[config.mk]
export PLATFORM = sky130hd
export DESIGN_NAME = mem_byte_sequencer
export DESIGN_NICKNAME = d
export VERILOG_FILES = /design/src/rtl/mem_seq_pkg.sv /design/src/rtl/mem_byte_sequencer_load_extend.sv /design/src/rtl/mem_byte_sequencer.sv
export SDC_FILE = /design/constraint.sdc
export NUM_CORES = 1
export LEC_CHECK = 0
export ABC_AREA = 1
export CAP_MARGIN = 20
export CORE_UTILIZATION = 38
export DETAILED_ROUTE_END_ITERATION = 8
export GPL_TIMING_DRIVEN = 0
export PLACE_DENSITY_LB_ADDON = 0.08
export SETUP_SLACK_MARGIN = 0.3
export SLEW_MARGIN = 10
export SYNTH_ARGS = -nofsm -noshare
export SYNTH_HDL_FRONTEND = slang
export SYNTH_SLANG_ARGS = --single-unit
[constraint.sdc]
create_clock -name clk -period 6.3 [get_ports clk]
set_input_delay 1.89 -clock clk [delete_from_list [all_inputs] [get_ports clk]]
set_output_delay 1.89 -clock clk [all_outputs]
set_load 0.1 [all_outputs]
[src/rtl/mem_seq_pkg.sv]
// Shared opcode constants, FSM states, access sizes and opcode decode
// for the byte-serial memory sequencer.
package mem_seq_pkg;

    typedef enum logic [1:0] {
        IDLE   = 2'd0,
        ACCESS = 2'd1,
        DONE   = 2'd2
    } state_t;

    typedef enum logic [1:0] {
        BYTE = 2'd0,
        HALF = 2'd1,
        WORD = 2'd2
    } size_t;

    localparam logic [5:0] OP_LB  = 6'b100000;
    localparam logic [5:0] OP_LH  = 6'b100001;
    localparam logic [5:0] OP_LW  = 6'b100011;
    localparam logic [5:0] OP_LBU = 6'b100100;
    localparam logic [5:0] OP_LHU = 6'b100101;
    localparam logic [5:0] OP_SB  = 6'b101000;
    localparam logic [5:0] OP_SH  = 6'b101001;
    localparam logic [5:0] OP_SW  = 6'b101011;

    typedef struct packed {
        logic  valid;
        logic  load;
        logic  uns;
        size_t size;
    } op_info_t;

    function automatic op_info_t decode_op(input logic [5:0] opc);
        op_info_t r;
        r.valid = 1'b1;
        r.load  = 1'b1;
        r.uns   = 1'b0;
        r.size  = BYTE;
        case (opc)
            OP_LB:  r.size = BYTE;
            OP_LH:  r.size = HALF;
            OP_LW:  r.size = WORD;
            OP_LBU: begin r.size = BYTE; r.uns = 1'b1; end
            OP_LHU: begin r.size = HALF; r.uns = 1'b1; end
            OP_SB:  begin r.size = BYTE; r.load = 1'b0; end
            OP_SH:  begin r.size = HALF; r.load = 1'b0; end
            OP_SW:  begin r.size = WORD; r.load = 1'b0; end
            default: r.valid = 1'b0;
        endcase
        return r;
    endfunction

    // Index of the final byte (N-1) for a given access size.
    function automatic logic [1:0] last_idx(input size_t s);
        case (s)
            HALF:    return 2'd1;
            WORD:    return 2'd3;
            default: return 2'd0;
        endcase
    endfunction

endpackage

[src/rtl/mem_byte_sequencer_load_extend.sv]
// Sign or zero extension of an assembled load value to 32 bits.
module load_extend
    import mem_seq_pkg::*;
(
    input  size_t       i_size,
    input  logic        i_unsigned,
    input  logic [31:0] i_raw,
    output logic [31:0] o_data
);

    logic w_sb;
    logic w_sh;

    assign w_sb = ~i_unsigned & i_raw[7];
    assign w_sh = ~i_unsigned & i_raw[15];

    always_comb begin
        o_data = i_raw;
        case (i_size)
            BYTE:    o_data = {{24{w_sb}}, i_raw[7:0]};
            HALF:    o_data = {{16{w_sh}}, i_raw[15:0]};
            default: o_data = i_raw;
        endcase
    end

endmodule

[src/rtl/mem_byte_sequencer.sv]
// Sequences 8/16/32-bit loads and stores onto a byte-wide RAM,
// big-endian, one byte per cycle, with a four-phase MOV/MOC handshake.
module mem_byte_sequencer
    import mem_seq_pkg::*;
(
    input  logic        clk,
    input  logic        reset,
    input  logic        MOV,
    input  logic        RW,
    input  logic [5:0]  OpC,
    input  logic [8:0]  MAR,
    input  logic [31:0] DataIn,
    output logic [31:0] DataOut,
    output logic        MOC,
    output logic        AdE,
    output logic [8:0]  mem_addr,
    output logic [7:0]  mem_wdata,
    input  logic [7:0]  mem_rdata,
    output logic        mem_we
);

    state_t      r_state;
    state_t      w_next;
    logic [8:0]  r_base;
    logic [31:0] r_data;
    logic [31:0] r_acc;
    logic [31:0] r_dout;
    size_t       r_size;
    logic        r_uns;
    logic        r_rd;
    logic        r_ade;
    logic [1:0]  r_cnt;

    op_info_t    w_op;
    logic        w_mis;
    logic        w_err;
    logic [1:0]  w_last_cnt;
    logic        w_last;
    logic [1:0]  w_shift;
    logic [31:0] w_acc_next;
    logic [31:0] w_ext;
    logic        w_access;

    assign w_op  = decode_op(OpC);
    assign w_mis = ((w_op.size == HALF) && MAR[0])
                 || ((w_op.size == WORD) && (MAR[1:0] != 2'b00));
    assign w_err = !w_op.valid || (RW != w_op.load) || w_mis;

    assign w_last_cnt = last_idx(r_size);
    assign w_last     = (r_cnt == w_last_cnt);
    assign w_shift    = w_last_cnt - r_cnt;
    assign w_acc_next = {r_acc[23:0], mem_rdata};
    assign w_access   = (r_state == ACCESS);

    load_extend u_ext (
        .i_size     (r_size),
        .i_unsigned (r_uns),
        .i_raw      (w_acc_next),
        .o_data     (w_ext)
    );

    always_ff @(posedge clk) begin
        if (reset) r_state <= IDLE;
        else       r_state <= w_next;
    end

    always_comb begin
        w_next = r_state;
        unique case (r_state)
            IDLE:    if (MOV) w_next = w_err ? DONE : ACCESS;
            ACCESS:  if (w_last) w_next = DONE;
            DONE:    if (!MOV) w_next = IDLE;
            default: w_next = IDLE;
        endcase
    end

    always_ff @(posedge clk) begin
        if (reset) begin
            r_base <= '0;
            r_data <= '0;
            r_acc  <= '0;
            r_dout <= '0;
            r_size <= BYTE;
            r_uns  <= 1'b0;
            r_rd   <= 1'b0;
            r_ade  <= 1'b0;
            r_cnt  <= '0;
        end else begin
            unique case (r_state)
                IDLE: begin
                    if (MOV) begin
                        r_base <= MAR;
                        r_data <= DataIn;
                        r_size <= w_op.size;
                        r_uns  <= w_op.uns;
                        r_rd   <= RW;
                        r_ade  <= w_err;
                        r_acc  <= '0;
                        r_cnt  <= '0;
                    end
                end
                ACCESS: begin
                    if (r_rd) r_acc <= w_acc_next;
                    if (w_last) begin
                        r_cnt <= '0;
                        if (r_rd) r_dout <= w_ext;
                    end else begin
                        r_cnt <= r_cnt + 2'd1;
                    end
                end
                DONE: if (!MOV) r_ade <= 1'b0;
                default: r_cnt <= '0;
            endcase
        end
    end

    // Write strobe is gated by reset so an abort never lands a byte.
    assign mem_we    = w_access && !r_rd && !reset;
    assign mem_addr  = w_access ? (r_base + {7'd0, r_cnt}) : r_base;
    assign mem_wdata = (w_access && !r_rd)
                     ? r_data[{w_shift, 3'b000} +: 8] : 8'h00;
    assign MOC       = (r_state == DONE);
    assign AdE       = r_ade;
    assign DataOut   = r_dout;

endmodule

# After elaboration in Yosys (flattened, before gate mapping)
# Index checks and enable logic that the tools add are counted.
# totals
reg_bits,106
out_inout_bits,52
in_bits,59
wordCells,86
# op_classes
addsub,3
n_shift,1
eq_ne,20
n_mux,22
n_bitwise,4
reduce_logical,26
# op_table
op,count
$pmux W32 S2,1
$eq A6 B6 Y1 const B,8
$mux W24,2
$pmux W24 S2,1
$shiftx A32 B6 Y8,1
$mux W2,6
$pmux W2 S3,2
$reduce_and A3 Y1,4
$add A9 B2 Y9,1
$mux W9,1
$mux W8,1
$ne A2 B2 Y1 const B,4
$pmux W2 S2,2
$reduce_or A8 Y1,1
$eq A2 B1 Y1 const B,3
$eq A2 B2 Y1 const B,3
$reduce_bool A2 Y1,3
$reduce_or A3 Y1,2
$mux W1,5
$logic_and A1 B1 Y1,4
$logic_not A2 Y1,2
$reduce_and A2 Y1,2
$reduce_or A2 Y1,2
$logic_not A1 Y1,3
8 further kinds,12

# Longest topological paths before layout
# Gate-level depths: netlist (run 1).
# depth
depth_word,10
ltp_mapped,10
mapped_depth_nobuf,10

# Hierarchy
# Synthesis (run 1) repeated with hierarchy kept, for this count alone.
# unflattened
hier_cells,660
area_unflattened_um2,4779.6
# modules_own_cells
mod,area_per_inst_um2,cells_each,instances,seq_area_each_um2
mem_byte_sequencer,4375.4,589,1,2122.0
load_extend,404.1,71,1,0.0

# Worst setup path before layout (run 1)
# OpenSTA, ideal clock, no wires.
# synth_timing
kind,input -> output
start,input reset
end,output mem_we
t_arrival_ns,4.311
path_slack_ns,0.099
required_ns,4.410
cell_stages,3
n_path_buf,2
path_cell_list,clkbuf_1 > clkbuf_1 > nor3_1
# synth_via
elab_chain_cells,2
# synth_lines
element,line,rtl
from (decl),mem_byte_sequencer.sv:7,"input logic reset,"
$logic_not A1 Y1,mem_byte_sequencer.sv:118,assign mem_we = w_access && !r_rd && !reset;
$logic_and A1 B1 Y1,mem_byte_sequencer.sv:118,
to (decl),mem_byte_sequencer.sv:19,output logic mem_we
# Every way passes these cells.

# Worst setup path in the final report (run 1)
# Same ends and word-level chain as after synthesis.

==> results.json, run 1 <==
{
  "die_height_um": 114.6,
  "finalNetCount": 879,
  "skew_ns": 0.006405,
  "fin_ws_ns": 0.6924,
  "placed_cell_area_um2": 6122,
  "rsz0062_at_grt": "no",
  "whs_endpoint": "r_uns$_SDFFE_PP0P_",
  "seqPwrFrac": 0.448,
  "min_path_cells": 2,
  "timing.setup.tns_ns": 0,
  "p_sw_frac": 0.2790,
  "ys_top_cells_by_area": "dfxtp_1, nor2_1, nand2_1",
  "first_iter_violations": 195,
  "grt_pass1_wl_um": 20830,
  "setup_violations": 0,
  "intPower_mw": 1.153,
  "cp-start-kind": "primary input",
  "syn_area_per_cell_um2": 6.949,
  "hold_violations": 0,
  "crit_chain": "clkbuf_1 > clkbuf_1 > nor3_2 > clkdlybuf4s50_1",
  "grt_max_degree": 18,
  "boundaryPins": 111,
  "power.share.clock": 0.387,
  "path_max_fanout": 10,
  "syn_to_final_growth_pct": 33.93,
  "n_antenna_cell": 0,
  "grt_pass1_vias": 4523,
  "synth_top_area_share": 0.4406,
  "yosysMostFrequentCell": "nor2_1",
  "synth_edf_count": 0,
  "timing.fmax_mhz": 178.3,
  "ctsHoldBuffers": 0,
  "period_needed_ns": 5.608,
  "synth_nets": 759,
  "drive_gt1_frac": 0.05990,
  "first_pass_iters": 4,
  "via_per_inst": 4.827,
  "reg2reg_to": "DataOut[8]$_SDFFE_PP0P_",
  "rr_startpoint": "r_size[0]$_SDFFE_PP0P_",
  "routed_wl_um": 12530,
  "path_clk_slew_ns": 0.07,
  "die_w_um": 114.6,
  "slew_headroom": 0.3257,
  "core_area_um2": 12160,
  "async_reset_ff_frac": 0,
  "cp_common_cell": "clkbuf_1",
  "drv_cap": 0,
  "die_area_um2": 13130,
  "whs_ns": 0.4740,
  "hold_path_class": "reg2reg",
  "final_cell_area_um2": 6450,
  "max_slew.worst_pin.slew_ns": 1.008,
  "path_class": "in2out",
  "antenna_found_initial": 0,
  "post-route-period-util": 0.8901,
  "rows": 40,
  "final_max_slew_viol_count": 0,
  "yosys.area.top_type": "dfxtp_1",
  "ff2ff_setup_slack_ns": 4.33,
  "cts.sinks": 106,
  "critPathCaptureType": "output port",
  "preCtsSetupSlack_ns": 0.7006,
  "drcViolationCount": 0,
  "wl_per_cell_um": 12.70,
  "cts_buffer_depth": 2,
  "leakagePower_nw": 2.602,
  "synth_common_cells": "nor2_1, nand2_1, dfxtp_1",
  "grt_overflow_total": 0,
  "initial_utilization": 0.3960,
  "ir_worst_vdd_v": 0.0001105,
  "clk_latency_ns": 0.35,
  "cp.required_ns": 4.41,
  "cts_tree": "built",
  "cts-resized-gates": 0,
  "syn_area_um2": 4816,
  "synthFlopType": "dfxtp_1",
  "yosysSeqAreaShare": 0.4406,
  "detail-route-antenna-nets": 0,
  "min-delay-start": "r_uns$_SDFFE_PP0P_",
  "ys_warn_count": 0,
  "powerDensity_nw_per_um2": 247.9,
  "io_buffers": 109,
  "power_mw": 1.599,
  "pwr-share-comb": 0.165,
  "outcome": "finished clean",
  "yosysUniqueCellTypes": 29,
  "vias": 4759,
  "grt_use_total": 0.2014,
  "cpMaxStageDelayCell": "clkdlybuf4s50_1",
  "dp_hpwl_um": 9587,
  "r2r_cells": 9,
  "synthCells": 693,
  "worstPathArrival_ns": 3.72,
  "postCtsSetupBuffers": 0,
  "crit_path_max_incr_delay_ns": 1.18,
  "yosys_register_bits": 106,
  "p_sw_mw": 0.4461,
  "clock-root-buffer": "clkbuf_16",
  "gp_congestion": 0.8085,
  "htreeDepth": 3,
  "numCtsBuffers": 9
}
critical path, delay by kind of cell:
kind	cells	cell delay [ns]
buffers and inverters	3	1.61
and+or+nand+nor	1	0.21
cells by family (layout without fill, tap and decap cells):
| kind of cell | count (synthesis) | after routing | share of synthesized area |
|---|---|---|---|
| AO/OA/AOI/OAI | 132 | 132 | 0.1377 |
| XOR/XNOR | 6 | 6 | 0.01091 |
| adder cells (fa/ha/maj) | 7 | 7 | 0.01975 |
| buffers and inverters | 75 | 200 | 0.07119 |
| flip-flops | 106 | 106 | 0.4406 |
| AND/OR/NAND/NOR | 367 | 367 | 0.3198 |
final cells by class:
| class | count | area (um^2) |
|---|---|---|
| plain buffers | 44 | 225.2 |
| clock inverters | 5 | 85.08 |
| flip-flops and latches | 106 | 2122 |
| clock buffers | 11 | 242.7 |
| fillers | 1210 | 5712 |
| inverters | 31 | 117.6 |
| multi-input cells | 512 | 2356 |
| repair buffers | 109 | 1091 |
| well taps | 168 | 210.2 |
power by group through the flow:
stage / Sequential, mW / Clock, mW / Combinational (mW)
floorplan: 0.734 / 0 / 0.169
global route: 0.719 / 0.660 / 0.293
finish: 0.716 / 0.619 / 0.264
global placement: 0.731 / 0 / 0.262
CTS: 0.716 / 0.634 / 0.265
detailed placement: 0.731 / 0 / 0.264
flip-flops by register name, summed over array words and instances (netlist names):
register	flops
r_cnt	2
r_uns	1
DataOut	32
r_size	2
r_base	9
r_data	32
AdE	1
r_rd	1
r_state	2
r_acc	24
per-stage QoR:
stage               cells  utilization
floorplan             693            -
global placement      970       0.5034
detailed placement    970       0.5034
CTS                   986       0.5304
global route          986       0.5304
finish                986       0.5304
layout by cell type, fill, tap and decap left out, types with 2 or more instances in the layout:
| master | synthesis | routed |
|---|---|---|
| nand4_1 | 3 | 3 |
| clkbuf_2 | 2 | 2 |
| xor2_1 | 5 | 5 |
| buf_6 | 3 | 3 |
| nand3_1 | 67 | 67 |
| inv_1 | 26 | 26 |
| dfxtp_1 | 106 | 106 |
| bufinv_16 | 0 | 2 |
| inv_2 | 4 | 4 |
| a21oi_1 | 39 | 39 |
| clkbuf_16 | 0 | 9 |
| o21ai_0 | 75 | 75 |
| nand2_1 | 120 | 120 |
| clkdlybuf4s50_1 | 0 | 109 |
| nand3b_1 | 4 | 4 |
| buf_4 | 5 | 5 |
| o21ai_1 | 17 | 17 |
| inv_6 | 0 | 2 |
| nor2_1 | 165 | 165 |
| buf_2 | 13 | 13 |
| ha_1 | 6 | 6 |
| clkbuf_1 | 21 | 22 |
per-layer routing:
metal / up-vias / GRT usage / routed length [um]
met2: 105 / 0.3592 / 6240
met5: - / 0 / 0
li1: 2489 / - / -
met1: 2150 / 0.2433 / 5578
met4: 0 / 0.07619 / 208
met3: 15 / 0.03070 / 498
worst max path at each step:
stage | startpoint | end
floorplan | reset | mem_we
global placement | reset | mem_we
detailed placement | reset | mem_we
CTS | reset | mem_we
global route | reset | mem_we
finish | reset | mem_we
Note: power is estimated with default switching activity, not from simulation.
==> inputs of run 2 (changes only) <==
--- a/config.mk
+++ b/config.mk
@@ -16,3 +16,4 @@
 export SYNTH_ARGS = -nofsm -noshare
 export SYNTH_HDL_FRONTEND = slang
 export SYNTH_SLANG_ARGS = --single-unit
+export TNS_END_PERCENT = 10
==> results of run 2 <==
Same layout as run 1: the final DEF is identical, and so are final timing and power.
==> inputs of run 3 (changes only) <==
--- a/config.mk
+++ b/config.mk
@@ -9,7 +9,6 @@
 export CAP_MARGIN = 20
 export CORE_UTILIZATION = 38
 export DETAILED_ROUTE_END_ITERATION = 8
-export GPL_TIMING_DRIVEN = 0
 export PLACE_DENSITY_LB_ADDON = 0.08
 export SETUP_SLACK_MARGIN = 0.3
 export SLEW_MARGIN = 10
==> results.json, run 3 (synthesis gave the netlist of run 1 again) <==
{
  "numCtsBuffers": 9,
  "io_buffers": 110,
  "postCtsSetupBuffers": 0,
  "syn_to_final_growth_pct": 30.61,
  "cts_buffer_depth": 2,
  "cts-resized-gates": 0,
  "post-route-period-util": 0.8098,
  "die_w_um": 114.6,
  "cp.required_ns": 4.41,
  "critPathCaptureType": "output port",
  "routed_wl_um": 12270,
  "powerDensity_nw_per_um2": 247.2,
  "die_area_um2": 13130,
  "finalNetCount": 842,
  "detail-route-antenna-nets": 0,
  "grt_use_total": 0.1991,
  "grt_pass1_vias": 4311,
  "post-route-util": 0.5172,
  "timing.setup.tns_ns": 0,
  "power_mw": 1.555,
  "slew_headroom": 0.3312,
  "hold_path_class": "reg2reg",
  "boundaryPins": 111,
  "first_pass_iters": 4,
  "ff2ff_setup_slack_ns": 3.94,
  "ctsHoldBuffers": 0,
  "drv_cap": 0,
  "outcome": "finished clean",
  "setup_violations": 0,
  "wl_per_cell_um": 12.93,
  "timing.fmax_mhz": 196.0,
  "drcViolationCount": 0,
  "grt_pass1_wl_um": 20700,
  "die_height_um": 114.6,
  "cp-start-kind": "flop",
  "skew_ns": 0.005959,
  "mostFrequentLayoutCell": "nor2_1",
  "final_max_slew_viol_count": 0,
  "cts_tree": "built",
  "hold_violations": 0,
  "clk_latency_ns": 0.35,
  "antenna_found_initial": 0,
  "leakagePower_nw": 2.540,
  "dp_hpwl_um": 8503,
  "htreeDepth": 3,
  "worstPathArrival_ns": 3.21,
  "first_iter_violations": 228,
  "initial_utilization": 0.3960,
  "drive_gt1_frac": 0.05122,
  "clock-root-buffer": "clkbuf_16",
  "max_slew.worst_pin.slew_ns": 1.000,
  "grt_max_degree": 79,
  "via_per_inst": 4.836,
  "layout_common_cells": "nor2_1, nand2_1, dfxtp_1",
  "rsz0062_at_grt": "no",
  "placed_cell_area_um2": 5954,
  "grt_overflow_total": 0,
  "period_needed_ns": 5.101,
  "path_max_fanout": 5,
  "final_cell_area_um2": 6290,
  "rows": 40,
  "path_class": "reg2out",
  "path_clk_slew_ns": 0.07,
  "n_antenna_cell": 0,
  "cts.sinks": 106,
  "gp_congestion": 0.7953,
  "core_area_um2": 12160,
  "vias": 4589,
  "ir_worst_vdd_v": 0.0001160
}
==> run 3: cell types whose count changed in the layout (fill, tap and decap cells not counted), sizes merged <==
cell | before | now
buf | 21 | 15
inv | 32 | 29
clkdlybuf4s50 | 109 | 101
clkinvlp | 1 | 0
clkbuf | 34 | 13
clkinv | 1 | 4
bufinv | 2 | 1
==> run 3: path summary, 6_finish.rpt <==
kind                                from                  endpoint  cells after the start
setup / recovery   r_cnt[0]$_SDFFE_PP0P_               mem_addr[6]                      8
hold / removal        r_uns$_SDFFE_PP0P_        r_uns$_SDFFE_PP0P_                      2
setup reg to reg  r_size[1]$_SDFFE_PP0P_  DataOut[26]$_SDFFE_PP0P_                      9
hold reg to reg       r_uns$_SDFFE_PP0P_        r_uns$_SDFFE_PP0P_                      2
==> run 3: critical path: stages, from the launching register on <==
cell and delay, ns:
dfxtp_1 0.40, ha_1 0.21, inv_1 0.06, fa_1 0.35, nor2_1 0.17, nand2_1 0.12, nor2_1 0.22, xor2_1 0.17
clkdlybuf4s50_1 1.15
==> run 3: final cells by class <==
type | instances | area [um^2]
clock inverter | 3 | 47.55
fill | 1251 | 5872
multi-input combinational | 512 | 2356
sequential | 106 | 2122
inverter | 31 | 117.6
timing repair buffer | 116 | 1176
clock buffer | 13 | 260.3
tap | 168 | 210.2
==> run 3: layer usage <==
metal	track usage	vias up	routed length (um)
met5	0	-	0
met4	0.06494	0	189
met3	0.03917	11	522
met2	0.3519	96	6134
met1	0.2419	2077	5424
li1	-	2405	-
==> run 3: where the power goes <==
part / switching [mW] / internal [mW] / total, mW / leakage [nW]
clock: 0.247 / 0.332 / 0.579 / 0.150
sequential: 0.0186 / 0.697 / 0.716 / 0.865
combinational: 0.169 / 0.0909 / 0.260 / 1.53
==> run 3: stage by stage <==
step | hold slack [ns] | worst slack [ns] | cells
6_report | 0.4676 | 1.199 | 949
2_1_floorplan | 0.4434 | 0.9686 | 693
3_5_place_dp | 0.4586 | 1.518 | 932
3_3_place_gp | 0.4595 | 1.509 | 931
5_1_grt | 0.4810 | 1.008 | 949
4_1_cts | 0.4693 | 1.192 | 948
